===== config.mk =====
export PLATFORM = sky130hd
export DESIGN_NAME = glyph_matrix_scan
export DESIGN_NICKNAME = d
export VERILOG_FILES = /design/src/rtl/matrix_pkg.sv /design/src/rtl/glyph_matrix_scan_timer.sv /design/src/rtl/glyph_matrix_scan.sv
export SDC_FILE = /design/constraint.sdc
export NUM_CORES = 1
export LEC_CHECK = 0
export ABC_AREA = 1
export CORE_UTILIZATION = 46
export DETAILED_ROUTE_END_ITERATION = 10
export MAX_ROUTING_LAYER = met4
export PLACE_DENSITY = 0.75
export SYNTH_ARGS = -nofsm -noshare
export SYNTH_HDL_FRONTEND = slang
export SYNTH_SLANG_ARGS = --single-unit

===== constraint.sdc =====
create_clock -name clk -period 1.8 [get_ports clk]
set_clock_uncertainty 0.2 [all_clocks]
set_input_delay 0.36 -clock clk [delete_from_list [all_inputs] [get_ports clk]]
set_output_delay 0.36 -clock clk [all_outputs]
set_load 0.02 [all_outputs]

===== src/rtl/matrix_pkg.sv =====
// Shared geometry and scan state encoding for the 6x6 glyph matrix driver.
package matrix_pkg;
  localparam int MATRIX_ROWS = 6;
  localparam int MATRIX_COLS = 6;
  localparam int IMG_W       = MATRIX_ROWS * MATRIX_COLS;
  localparam int ROW_W       = $clog2(MATRIX_ROWS);

  typedef enum logic {
    BLANK = 1'b0,
    DRIVE = 1'b1
  } scan_state_t;

  function automatic logic [MATRIX_ROWS-1:0] row_onehot(input logic [ROW_W-1:0] r);
    return MATRIX_ROWS'(1) << r;
  endfunction
endpackage


===== src/rtl/glyph_matrix_scan_timer.sv =====
// Phase counter that wraps to 0 after len cycles and flags its last cycle; tc is combinational, no backpressure.
module scan_timer #(
  parameter int CNT_W = 5
) (
  input  logic             clk,
  input  logic             rst,
  input  logic [CNT_W-1:0] len,
  output logic [CNT_W-1:0] cnt,
  output logic             tc
);
  assign tc = (cnt == len - CNT_W'(1));

  always_ff @(posedge clk) begin
    if (rst) begin
      cnt <= '0;
    end else if (tc) begin
      cnt <= '0;
    end else begin
      cnt <= cnt + CNT_W'(1);
    end
  end
endmodule


===== src/rtl/glyph_matrix_scan.sv =====
// Row-multiplexed 6x6 LED driver: one registered cycle from FSM state to pins, free-running (no backpressure).
// Optional MATRIX_PWM_EN adds a brightness input that gates columns by duty within each dwell.
module glyph_matrix_scan
  import matrix_pkg::*;
#(
  parameter int DWELL_CYCLES   = 16,
  parameter int BLANK_CYCLES   = 2,
  parameter int ROW_ACTIVE_LOW = 0,
  parameter int COL_ACTIVE_LOW = 0
) (
  input  logic                   clk,
  input  logic                   rst,
  input  logic [IMG_W-1:0]       img,
`ifdef MATRIX_PWM_EN
  input  logic [3:0]             brightness,
`endif
  output logic [MATRIX_ROWS-1:0] row_sel,
  output logic [MATRIX_COLS-1:0] col_drv,
  output logic                   frame_start
);
  localparam int MAX_LEN = (DWELL_CYCLES > BLANK_CYCLES) ? DWELL_CYCLES : BLANK_CYCLES;
  // At least 4 bits so the PWM compare can always look at cnt[3:0].
  localparam int CNT_W   = ($clog2(MAX_LEN + 1) < 4) ? 4 : $clog2(MAX_LEN + 1);
  localparam logic [MATRIX_ROWS-1:0] ROW_IDLE = (ROW_ACTIVE_LOW != 0) ? '1 : '0;
  localparam logic [MATRIX_COLS-1:0] COL_IDLE = (COL_ACTIVE_LOW != 0) ? '1 : '0;

  scan_state_t            state;
  scan_state_t            state_nxt;
  logic [ROW_W-1:0]       row;
  logic [CNT_W-1:0]       cnt;
  logic [CNT_W-1:0]       len;
  logic                   tc;
  logic                   load;
  logic [IMG_W-1:0]       shadow;
  logic [MATRIX_ROWS-1:0] row_act;
  logic [MATRIX_COLS-1:0] col_act;
`ifdef MATRIX_PWM_EN
  logic [3:0]             brightness_q;
`endif

  assign len  = (state == BLANK) ? CNT_W'(BLANK_CYCLES) : CNT_W'(DWELL_CYCLES);
  assign load = (state == BLANK) && (row == '0) && (cnt == '0);

  scan_timer #(.CNT_W(CNT_W)) u_timer (
    .clk (clk),
    .rst (rst),
    .len (len),
    .cnt (cnt),
    .tc  (tc)
  );

  always_ff @(posedge clk) begin
    if (rst) begin
      state <= BLANK;
    end else begin
      state <= state_nxt;
    end
  end

  always_comb begin
    state_nxt = state;
    if (tc) begin
      state_nxt = (state == BLANK) ? DRIVE : BLANK;
    end
  end

  // Shadow capture happens only at the top of a frame, so a frame never tears.
  always_ff @(posedge clk) begin
    if (rst) begin
      row         <= '0;
      shadow      <= '0;
      frame_start <= 1'b0;
`ifdef MATRIX_PWM_EN
      brightness_q <= '0;
`endif
    end else begin
      frame_start <= load;
      if (load) begin
        shadow <= img;
`ifdef MATRIX_PWM_EN
        brightness_q <= brightness;
`endif
      end
      if (state == DRIVE && tc) begin
        row <= (row == ROW_W'(MATRIX_ROWS - 1)) ? '0 : row + ROW_W'(1);
      end
    end
  end

  always_comb begin
    row_act = '0;
    col_act = '0;
    if (state == DRIVE) begin
      row_act = row_onehot(row);
      for (int r = 0; r < MATRIX_ROWS; r++) begin
        if (row == ROW_W'(r)) begin
          col_act = shadow[r*MATRIX_COLS +: MATRIX_COLS];
        end
      end
`ifdef MATRIX_PWM_EN
      if (cnt[3:0] >= brightness_q) begin
        col_act = '0;
      end
`endif
    end
  end

  always_ff @(posedge clk) begin
    if (rst) begin
      row_sel <= ROW_IDLE;
      col_drv <= COL_IDLE;
    end else begin
      row_sel <= row_act ^ ROW_IDLE;
      col_drv <= col_act ^ COL_IDLE;
    end
  end
endmodule


==> results.md, run 1 <==
* Hold Fails Final Rpt at 0
* CP Max Fanout at 19
* Syn avg cell area at 7.40 um^2
* Yosys warns at 0
* Largest family of logic cells by synthesized area: simple AND/OR/NAND/NOR gates
* Yosys cell types at 22
* Post-synthesis sequential area ratio at 0.459
* Pre-CTS setup slack at 0.0619 ns
* Largest net degree at the start of global routing at 28
* CP required at 1.82 ns
* Die X at 76.2 um
* Layout cells sized above 1 at 0.107
* Status: finished, final reports clean
* Number of port buffers at 50
* Multiplexer share of the synthesized area at 0
* Met2 WL post-DR at 2890 um
* H-tree levels at 3
* Max Root-Sink Buffers at 2
* Top layer in use: met4
* LEAKAGE at 1.49 nW
* Most common cell in the synthesized netlist: nor2_1
* Filler Cells Inserted at 483
* Setup Viol. Count Final at 0
* Post-synth top cells: nor2_1 (62), dfxtp_1 (58), nand2_1 (50), nor4_1 (38), o21ai_1 (30)
* Min-delay src: shadow[33]$_SDFFE_PP0P_
* CTS tree: built
* 1st-pass router iterations at 4
* Max Fclk at 0.589 GHz
* Share of the synthesized area in the top cell type at 0.459
* Hold buffers post-CTS at 0
* Initial antenna violation count at 0
* Worst-Skew Late Latency at 0.34 ns
* Die Span Y at 76.2 um
* Post-synthesis xor/xnor area fraction at 0.00692
* # nets final at 440
* Hold WS at 0.257 ns
* Slew margin rel. at 0.767
* Vias at 2477
* Synth area leaders: dfxtp_1 (46%), nor4_1 (9.4%), nor2_1 (9.2%)
* Vias per cell at 5.24
* RR Startpoint: u_timer.cnt[1]$_SDFF_PP0_
* DRC viols at 0
* R2R Setup Slk at 0.10 ns
* Total Die Area at 0.00580 mm^2
* Capturing point of the worst reg2reg path: shadow[15]$_SDFFE_PP0P_
* Max Slew Vio Count at 0
* Core Footprint at 0.00520 mm^2
* Total chip power at 4.29 mW
* Cell count of the worst hold path at 2
* Startpoint Class: flip-flop
* Grt ovf at 0
* Max_cap viols at 0
* Placer Congestion at 0.864
* Antenna Cells at 0
* Global-route wire length before repair at 10500 um
* Vias in the first global route at 2329
* Mapped Area at 0.00253 mm^2
* Number of synthesized flops with an enable pin at 0
* Max VDD drop at 0.000736 V
* PD cells at 1270 mW/mm^2
* Simple-Gate Fraction of Synth Area at 0.330
* Routed Antenna Nets at 0
* Met3 wire len at 293 um
* Final Routed Wirelength at 6140 um
* Starting Density at 0.486
* R2R depth at 6
* Post-CTS setup buffers at 0
* Cells after synthesis at 342
* M1 wire length at 2860 um
* Final worst-path cycle share at 0.943
* Worst Setup End Kind: flip-flop
* Ys flop type: dfxtp_1
* Critical Path AT at 1.72 ns
* Starting DRC count in detailed routing at 87
* Async S/R FF share, synth at 0
* FP Rows at 26
* Hold worst-path end: col_drv[3]$_SDFF_PP0_
* # IOs at 51
* Routed length per instance at 13.0 um
* Post-synth top area cell: dfxtp_1
* CP Class: reg -> reg
* Hold Path Class: reg -> reg
* Setup TNS at 0 ns
* Area Growth Syn to Fin at 33.2%
* Mapped Nets at 383
* Clock transition at path regs at 0.06 ns
* Final WS setup at 0.103 ns
* Root Buffer: clkbuf_8
* Hpwl dp at 4250 um
* #FFs+latches synth at 58
* Num CTS Buffers at 9
* Tightest Pin Transition at 0.347 ns
* Num Clock Sinks at 58
* Total Routing Usage GR at 0.234
* Adder-cell share of the synthesized area at 0.0148
* Crit path time final at 1.70 ns
* Post-synthesis compound-gate area fraction at 0.103
## metal layers
metal / GRT usage / vias to the layer above
li1: - / 1271
met3: 0.0731 / 13
met1: 0.276 / 1130
met2: 0.374 / 63
met4: 0.0942 / 0
met5: - / -
## final cells by class
| class | instances | area (um^2) | share of cell area |
|---|---|---|---|
| Tap cell | 70 | 87.6 | 0.0260 |
| Clock buffer | 13 | 179 | 0.0531 |
| Multi-Input combinational cell | 237 | 1160 | 0.345 |
| Inverter | 21 | 78.8 | 0.0234 |
| Timing Repair Buffer | 72 | 692 | 0.205 |
| Clock inverter | 2 | 10.0 | 0.00297 |
| Sequential cell | 58 | 1160 | 0.344 |
## timing repair
action | CTS | global route
endpoints found under the setup margin | 13 | 8
pin swaps | 0 | 1
cloned | 0 | 1
gates resized for setup | 13 | 6
## report_power, final
group          switching, mW  internal [mW]
clock                  0.480          0.637
combinational          0.813          0.574
sequential             0.185           1.60
## kinds of logic after synthesis
family | Yosys count
AND/OR/NAND/NOR | 180
flip-flops | 58
AO/OA/AOI/OAI | 52
buffers and inverters | 47
adder cells (fa/ha/maj) | 3
XOR/XNOR | 2
## through the flow
stage               instance area [um^2]   util  cells
floorplan                           2530      -    342
global placement                    3170  0.610    457
detailed placement                  3170  0.610    457
CTS                                 3350  0.643    472
global route                        3370  0.648    473
finish                              3370  0.648    473
## placed cells by master, fill, tap and decap left out, drive strengths merged
master / n
dlygate4sd2: 13
a21oi: 15
nand3: 18
nor2: 63
dfxtp: 58
xor2: 2
inv: 20
nand2: 51
o21ai: 37
nor3: 4
nand4: 6
buf: 22
clkbuf: 13
ha: 3
nor4: 38
clkdlybuf4s50: 37
clkinv: 3
## critical path: stages, from the launching register on
cell and delay (ns):
dfxtp_1 0.34, inv_1 0.08, ha_1 0.13, nand2_1 0.15, buf_4 0.25, nor4_1 0.34, nor2_1 0.08
## registers in the layout (all words and copies together), names as in the netlist
register,cells
col_drv,6
u_timer.cnt,5
frame_start,1
shadow,36
row,3
row_sel,6
state,1
## worst max path at each step
stage | start | cells after the start | end | slack, ns
after floorplan | row[0]$_SDFFE_PP0P_ | 11 | col_drv[2]$_SDFF_PP0_ | 0.07
after global placement | rst | 5 | row_sel[4]$_SDFF_PP0_ | 0.06
after detailed placement | rst | 5 | row_sel[4]$_SDFF_PP0_ | 0.06
after CTS | row[1]$_SDFFE_PP0P_ | 8 | col_drv[2]$_SDFF_PP0_ | 0.09
after global routing | row[0]$_SDFFE_PP0P_ | 6 | shadow[32]$_SDFFE_PP0P_ | -0.0007
final | u_timer.cnt[1]$_SDFF_PP0_ | 6 | shadow[15]$_SDFFE_PP0P_ | 0.10
No activity file was read; power rests on OpenSTA's default activity.
==> inputs of run 2 (changes only) <==
CORE_UTILIZATION = 40   (was 46)
PLACE_DENSITY = 0.67   (was 0.75)
==> run 2 against run 1 <==
Net effect:
- total power decreased by 4.2%
- global-route usage decreased by 3.4 points
- critical endpoint is now shadow[9]$_SDFFE_PP0P_
- hold slack got worse by 0.011 ns
- wire length decreased by 4.0%
- count of clock-buffer cells in the layout unchanged
- fmax increased by 3.1%
- largest cell class unchanged
- via count decreased by 2.8%
- clock power decreased by 11%
- combinational power decreased by 4%
- sequential cell count unchanged
- critical path depth decreased by 1
- die area increased by 15%
==> results.md, run 2 (synthesized netlist as in run 1, its figures left out) <==
* Root Buffer: clkbuf_8
* Final worst-path cycle share at 0.914 (-0.0288)
* Final Routed Wirelength at 5890 um (-4.0%)
* Tightest Pin Transition at 0.336 ns (-0.0110 ns)
* Initial antenna violation count at 0 (unchanged)
* Worst Setup End Kind: flip-flop
* CP Class: reg -> reg
* RSZ-0062 raised after global routing: no
* Vias per cell at 5.05 (-3.6%)
* # IOs at 51 (unchanged)
* Max Slew Vio Count at 0 (unchanged)
* Area Growth Syn to Fin at 32.4%
* Core Footprint at 0.00603 mm^2 (+16%)
* Grt ovf at 0 (unchanged)
* Placed cell areas at 0.00316 mm^2 (-0.43%)
* Routed Antenna Nets at 0 (unchanged)
* Largest registers: shadow (36), col_drv (6), row_sel (6)
* Max reg flops at 36 (unchanged)
* Hpwl dp at 4220 um (-0.65%)
* R2R Setup Slk at 0.15 ns (+0.05 ns)
* CP delay by family, top: simple AND/OR/NAND/NOR gates
* Vias in the first global route at 2278 (-2.2%)
* Antenna Cells at 0 (unchanged)
* Worst-Skew Late Latency at 0.33 ns (about the same)
* Placer Congestion at 0.913 (+5.7%)
* Starting DRC count in detailed routing at 130 (+49%)
* Num Clock Sinks at 58 (unchanged)
* Largest net degree at the start of global routing at 22 (-21%)
* Total Routing Usage GR at 0.201 (-0.0339)
* CP required at 1.81 ns (about the same)
* CTS tree: built
* Buf/Inv on CP at 1 (-1)
* Max Fclk at 0.608 GHz (+3.1%)
* Clock transition at path regs at 0.06 ns (about the same)
* Status: finished, final reports clean
* Number of port buffers at 50 (unchanged)
* Routed length per instance at 12.4 um (-4.8%)
* Max_cap viols at 0 (unchanged)
* Die Span Y at 81.6 um (+7.0%)
* Crit path cell chain: nor2_4 > nand2_4 > buf_4 > nor4_1 > nor2_1
* Vias at 2407 (-2.8%)
* Die X at 81.6 um (+7.0%)
* Most common cell after layout, fill and taps aside: nor2_1
* Total Die Area at 0.00665 mm^2 (+15%)
* Hold buffers post-CTS at 0 (unchanged)
* Critical Path AT at 1.66 ns (-0.06 ns)
* Layout cells sized above 1 at 0.0995 (-0.00720)
* Crit path time final at 1.65 ns (-0.0518 ns)
* H-tree levels at 3 (unchanged)
* Max VDD drop at 0.000776 V (+5.3%)
* LEAKAGE at 1.52 nW (+2.0%)
* Crit-path slowest cell: dfxtp_1
* PD cells at 1230 mW/mm^2 (-3.6%)
* Global-route wire length before repair at 9810 um (-6.8%)
* Hold Path Class: reg -> reg
* Slew margin rel. at 0.776 (+0.00915)
* Largest incremental delay on the critical path at 0.40 ns (+0.06 ns)
* Starting Density at 0.420 (-0.0662)
* Most flops, register: shadow
* Num CTS Buffers at 9 (unchanged)
* Most frequent cells in the layout: nor2_1 (62), dfxtp_1 (58), nand2_1 (50), clkdlybuf4s50_1 (37), nor4_1 (36)
* Startpoint Class: flip-flop
* Filler Cells Inserted at 591 (+22%)
* Hold Fails Final Rpt at 0 (unchanged)
* CP Max Fanout at 20 (+1)
* FP Rows at 28 (+7.7%)
* Setup Viol. Count Final at 0 (unchanged)
* DRC viols at 0 (unchanged)
* # nets final at 438 (-0.45%)
* Setup TNS at 0 ns (unchanged)
* 1st-pass router iterations at 4 (unchanged)
* Max Root-Sink Buffers at 2 (unchanged)
* Final instance area at 0.00335 mm^2 (-0.59%)
run 2: worst min-delay path, cell delays in order (launching register included):
cell	delay (ns)
dfxtp_1	0.31
nand2_1	0.06
nand2_1	0.04
run 2: layout make-up:
type | instances | area (um^2) | area share
clock buffer | 13 | 149 | 0.0444
clock inverter | 3 | 15.0 | 0.00448
inverter | 21 | 78.8 | 0.0235
multi-input combinational | 237 | 1170 | 0.351
sequential | 58 | 1160 | 0.347
tap | 75 | 93.8 | 0.0280
timing repair buffer | 70 | 678 | 0.202
run 2: power breakdown:
group          leakage [nW]  switching (mW)  internal (mW)  total (mW)
Clock                0.0872           0.466          0.530       0.996
Combinational         0.959           0.793          0.546        1.34
Sequential            0.478           0.174           1.60        1.78
Total                  1.52            1.43           2.68        4.11
run 2: through the flow:
stage / worst slack, ns / util / std cells / total power, mW / hold WS, ns
after detailed placement: 0.0444 / 0.524 / 461 / 3.13 / 0.232
after floorplan: 0.0673 / - / 342 / 2.73 / 0.221
after CTS: 0.00314 / 0.550 / 477 / 4.12 / 0.246
final: 0.155 / 0.556 / 477 / 4.11 / 0.246
after global routing: 0.0215 / 0.556 / 477 / 4.40 / 0.265
after global placement: 0.0762 / 0.524 / 461 / 3.11 / 0.227
run 2: path summary, 6_finish.rpt:
check	from	endpoint	cells after the start
worst max-delay path	row[1]$_SDFFE_PP0P_	shadow[9]$_SDFFE_PP0P_	5
worst min-delay path	shadow[35]$_SDFFE_PP0P_	col_drv[5]$_SDFF_PP0_	2
worst max register to register	row[1]$_SDFFE_PP0P_	shadow[9]$_SDFFE_PP0P_	5
worst min register to register	shadow[35]$_SDFFE_PP0P_	col_drv[5]$_SDFF_PP0_	2
run 2: per-layer routing:
metal  track usage  wire, um
met4        0.0821        85
met5             -         0
met2         0.342      2830
met3        0.0556       256
met1         0.219      2720
run 2: what timing repair did:
| action | 4_1_cts | 5_1_grt |
|---|---|---|
| cloned | 0 | 0 |
| buffers inserted | 0 | 0 |
| resized for setup | 9 | 10 |
| endpoints found under the setup margin | 9 | 31 |
| pin swaps | 0 | 0 |
==> inputs of run 3 (changes only) <==
CELL_PAD_IN_SITES_DETAIL_PLACEMENT = 1   (was unset)
CELL_PAD_IN_SITES_GLOBAL_PLACEMENT = 2   (was unset)
CORE_UTILIZATION = 26   (was 40)
PLACE_DENSITY = unset   (was 0.67)
PLACE_DENSITY_LB_ADDON = 0.1   (was unset)
==> run 3 against run 2 <==
Net effect:
- sequential power barely moved
- via count rose by 2.4%
- register-to-register slack barely moved
- first-iteration DRC count fell by 72%
- clock power rose by 6%
- fmax rose by 0.49%
- final cell count rose by 12%
- critical path type unchanged
- critical endpoint is now shadow[10]$_SDFFE_PP0P_
- largest cell class unchanged
- largest power group unchanged
==> results.md, run 3 (synthesized netlist as in run 1, its figures left out) <==
* Placer Congestion at 0.780 (-15%)
* RSZ-0062 raised after global routing: no
* Layout cells sized above 1 at 0.116 (+0.0165)
* Starting Density at 0.271 (-0.149)
* Total Routing Usage GR at 0.169 (-0.0313)
* Grt ovf at 0 (unchanged)
* FP Rows at 35 (+25%)
* LEAKAGE at 1.48 nW (-2.8%)
* Slew margin rel. at 0.807 (+0.0310)
* Max Slew Vio Count at 0 (unchanged)
* Num Clock Sinks at 58 (unchanged)
* Antenna Cells at 0 (unchanged)
* Final worst-path cycle share at 0.910 (-0.00444)
* Num CTS Buffers at 9 (unchanged)
* Max Fclk at 0.611 GHz (+0.49%)
* Hold Path Class: reg -> reg
* Starting DRC count in detailed routing at 36 (-72%)
* Most common cell after layout, fill and taps aside: nor2_1
* Most flops, register: shadow
* Hold WS at 0.260 ns (+0.0133 ns)
* Core Footprint at 0.00933 mm^2 (+55%)
* Clock transition at path regs at 0.07 ns (about the same)
* Crit-path slowest cell: dfxtp_1
* Die X at 101 um (+23%)
* Final Routed Wirelength at 7470 um (+27%)
* Crit path cell chain: inv_1 > ha_1 > nand2_2 > buf_4 > nor4_1 > nor2_1
* PD cells at 1250 mW/mm^2 (+1.9%)
* Die Span Y at 101 um (+23%)
* Number of port buffers at 50 (unchanged)
* Worst Setup End Kind: flip-flop
* Tightest Pin Transition at 0.287 ns (-0.0487 ns)
* 1st-pass router iterations at 4 (unchanged)
* Finished Core Util at 0.367 (-0.189)
* Total Die Area at 0.0101 mm^2 (+52%)
* # nets final at 441 (+0.68%)
* CTS tree: built
* Max Root-Sink Buffers at 2 (unchanged)
* Routed length per instance at 14.0 um (+13%)
* CP Class: reg -> reg
* Hold Fails Final Rpt at 0 (unchanged)
* Routed Antenna Nets at 0 (unchanged)
* Area Growth Syn to Fin at 35.3%
* Largest registers: shadow (36), col_drv (6), row_sel (6)
* Pre-CTS setup slack at 0.0111 ns (-0.0332 ns)
* Most frequent cells in the layout: nor2_1 (62), dfxtp_1 (56), nand2_1 (49), clkdlybuf4s50_1 (37), nor4_1 (36)
* Startpoint Class: flip-flop
* R2R Setup Slk at 0.16 ns (about the same)
* DRC viols at 0 (unchanged)
* Setup Viol. Count Final at 0 (unchanged)
* Largest incremental delay on the critical path at 0.35 ns (-0.05 ns)
* Max_cap viols at 0 (unchanged)
* H-tree levels at 3 (unchanged)
* CP required at 1.81 ns (about the same)
* Vias at 2464 (+2.4%)
* Max VDD drop at 0.000381 V (-51%)
* Hold buffers post-CTS at 0 (unchanged)
* Crit path time final at 1.64 ns (-0.00799 ns)
* Initial antenna violation count at 0 (unchanged)
* Vias in the first global route at 2549 (+12%)
* Status: finished, final reports clean
* Global-route wire length before repair at 12700 um (+29%)
* Largest net degree at the start of global routing at 25 (+14%)
* CP Max Fanout at 20 (unchanged)
* Hpwl dp at 5450 um (+29%)
* Critical Path AT at 1.65 ns (about the same)
* Root Buffer: clkbuf_8
* # IOs at 51 (unchanged)
* Worst-Skew Late Latency at 0.34 ns (about the same)
* Setup TNS at 0 ns (unchanged)
* Max reg flops at 36 (unchanged)
* Final WS setup at 0.163 ns (+0.00799 ns)
* Vias per cell at 4.61 (-8.6%)
-- run 3: cell count changes in the layout (fill, tap and decap cells not counted), sizes merged --
cell,previous run,this run
buf,20,23
clkinvlp,0,2
dlymetal6s2s,4,0
dlygate4sd2,9,13
clkbuf,13,11
-- run 3: routing by layer --
metal	vias up	wire (um)	track usage
met4	0	93	0.0702
met1	1143	3560	0.204
met3	7	258	0.0368
met5	-	0	-
met2	39	3560	0.274
li1	1275	-	-
-- run 3: critical path: cells and delay by family, from the launching register on --
family / cells / cell delay (ns)
and+or+nand+nor: 3 / 0.50
DFF: 1 / 0.35
buffers and inverters: 2 / 0.30
adders and majority gates: 1 / 0.16
-- run 3: path summary, 6_finish.rpt --
path,from,end,cells past startpoint
hold / removal,shadow[32]$_SDFFE_PP0P_,col_drv[2]$_SDFF_PP0_,2
hold reg to reg,shadow[32]$_SDFFE_PP0P_,col_drv[2]$_SDFF_PP0_,2
setup / recovery,u_timer.cnt[1]$_SDFF_PP0_,shadow[10]$_SDFFE_PP0P_,6
setup reg to reg,u_timer.cnt[1]$_SDFF_PP0_,shadow[10]$_SDFFE_PP0P_,6
-- run 3: repair_timing --
action | in CTS | in global routing
setup buffers | 0 | 0
endpoints found under the setup margin | 13 | 33
resized for setup | 13 | 7
-- run 3: final cells by class --
type                       count  area, um^2
fill                        1147        5900
multi-input combinational    237        1160
sequential                    58        1160
timing repair buffer          73         686
tap                          129         161
clock buffer                  11         141
inverter                      21        78.8
clock inverter                 5        30.0
-- run 3: power by group --
part | switching (mW) | leakage, nW | internal, mW | total, mW
sequential | 0.188 | 0.479 | 1.60 | 1.79
clock | 0.535 | 0.0851 | 0.529 | 1.06
combinational | 0.855 | 0.918 | 0.576 | 1.43
-- run 3: stage by stage --
step                      power [mW]  instances  instance area (um^2)
after global placement          3.24        518                  3250
after CTS                       4.35        534                  3400
after global routing            4.65        534                  3430
final                           4.29        534                  3430
after floorplan                 2.73        342                  2530
after detailed placement        3.25        518                  3250
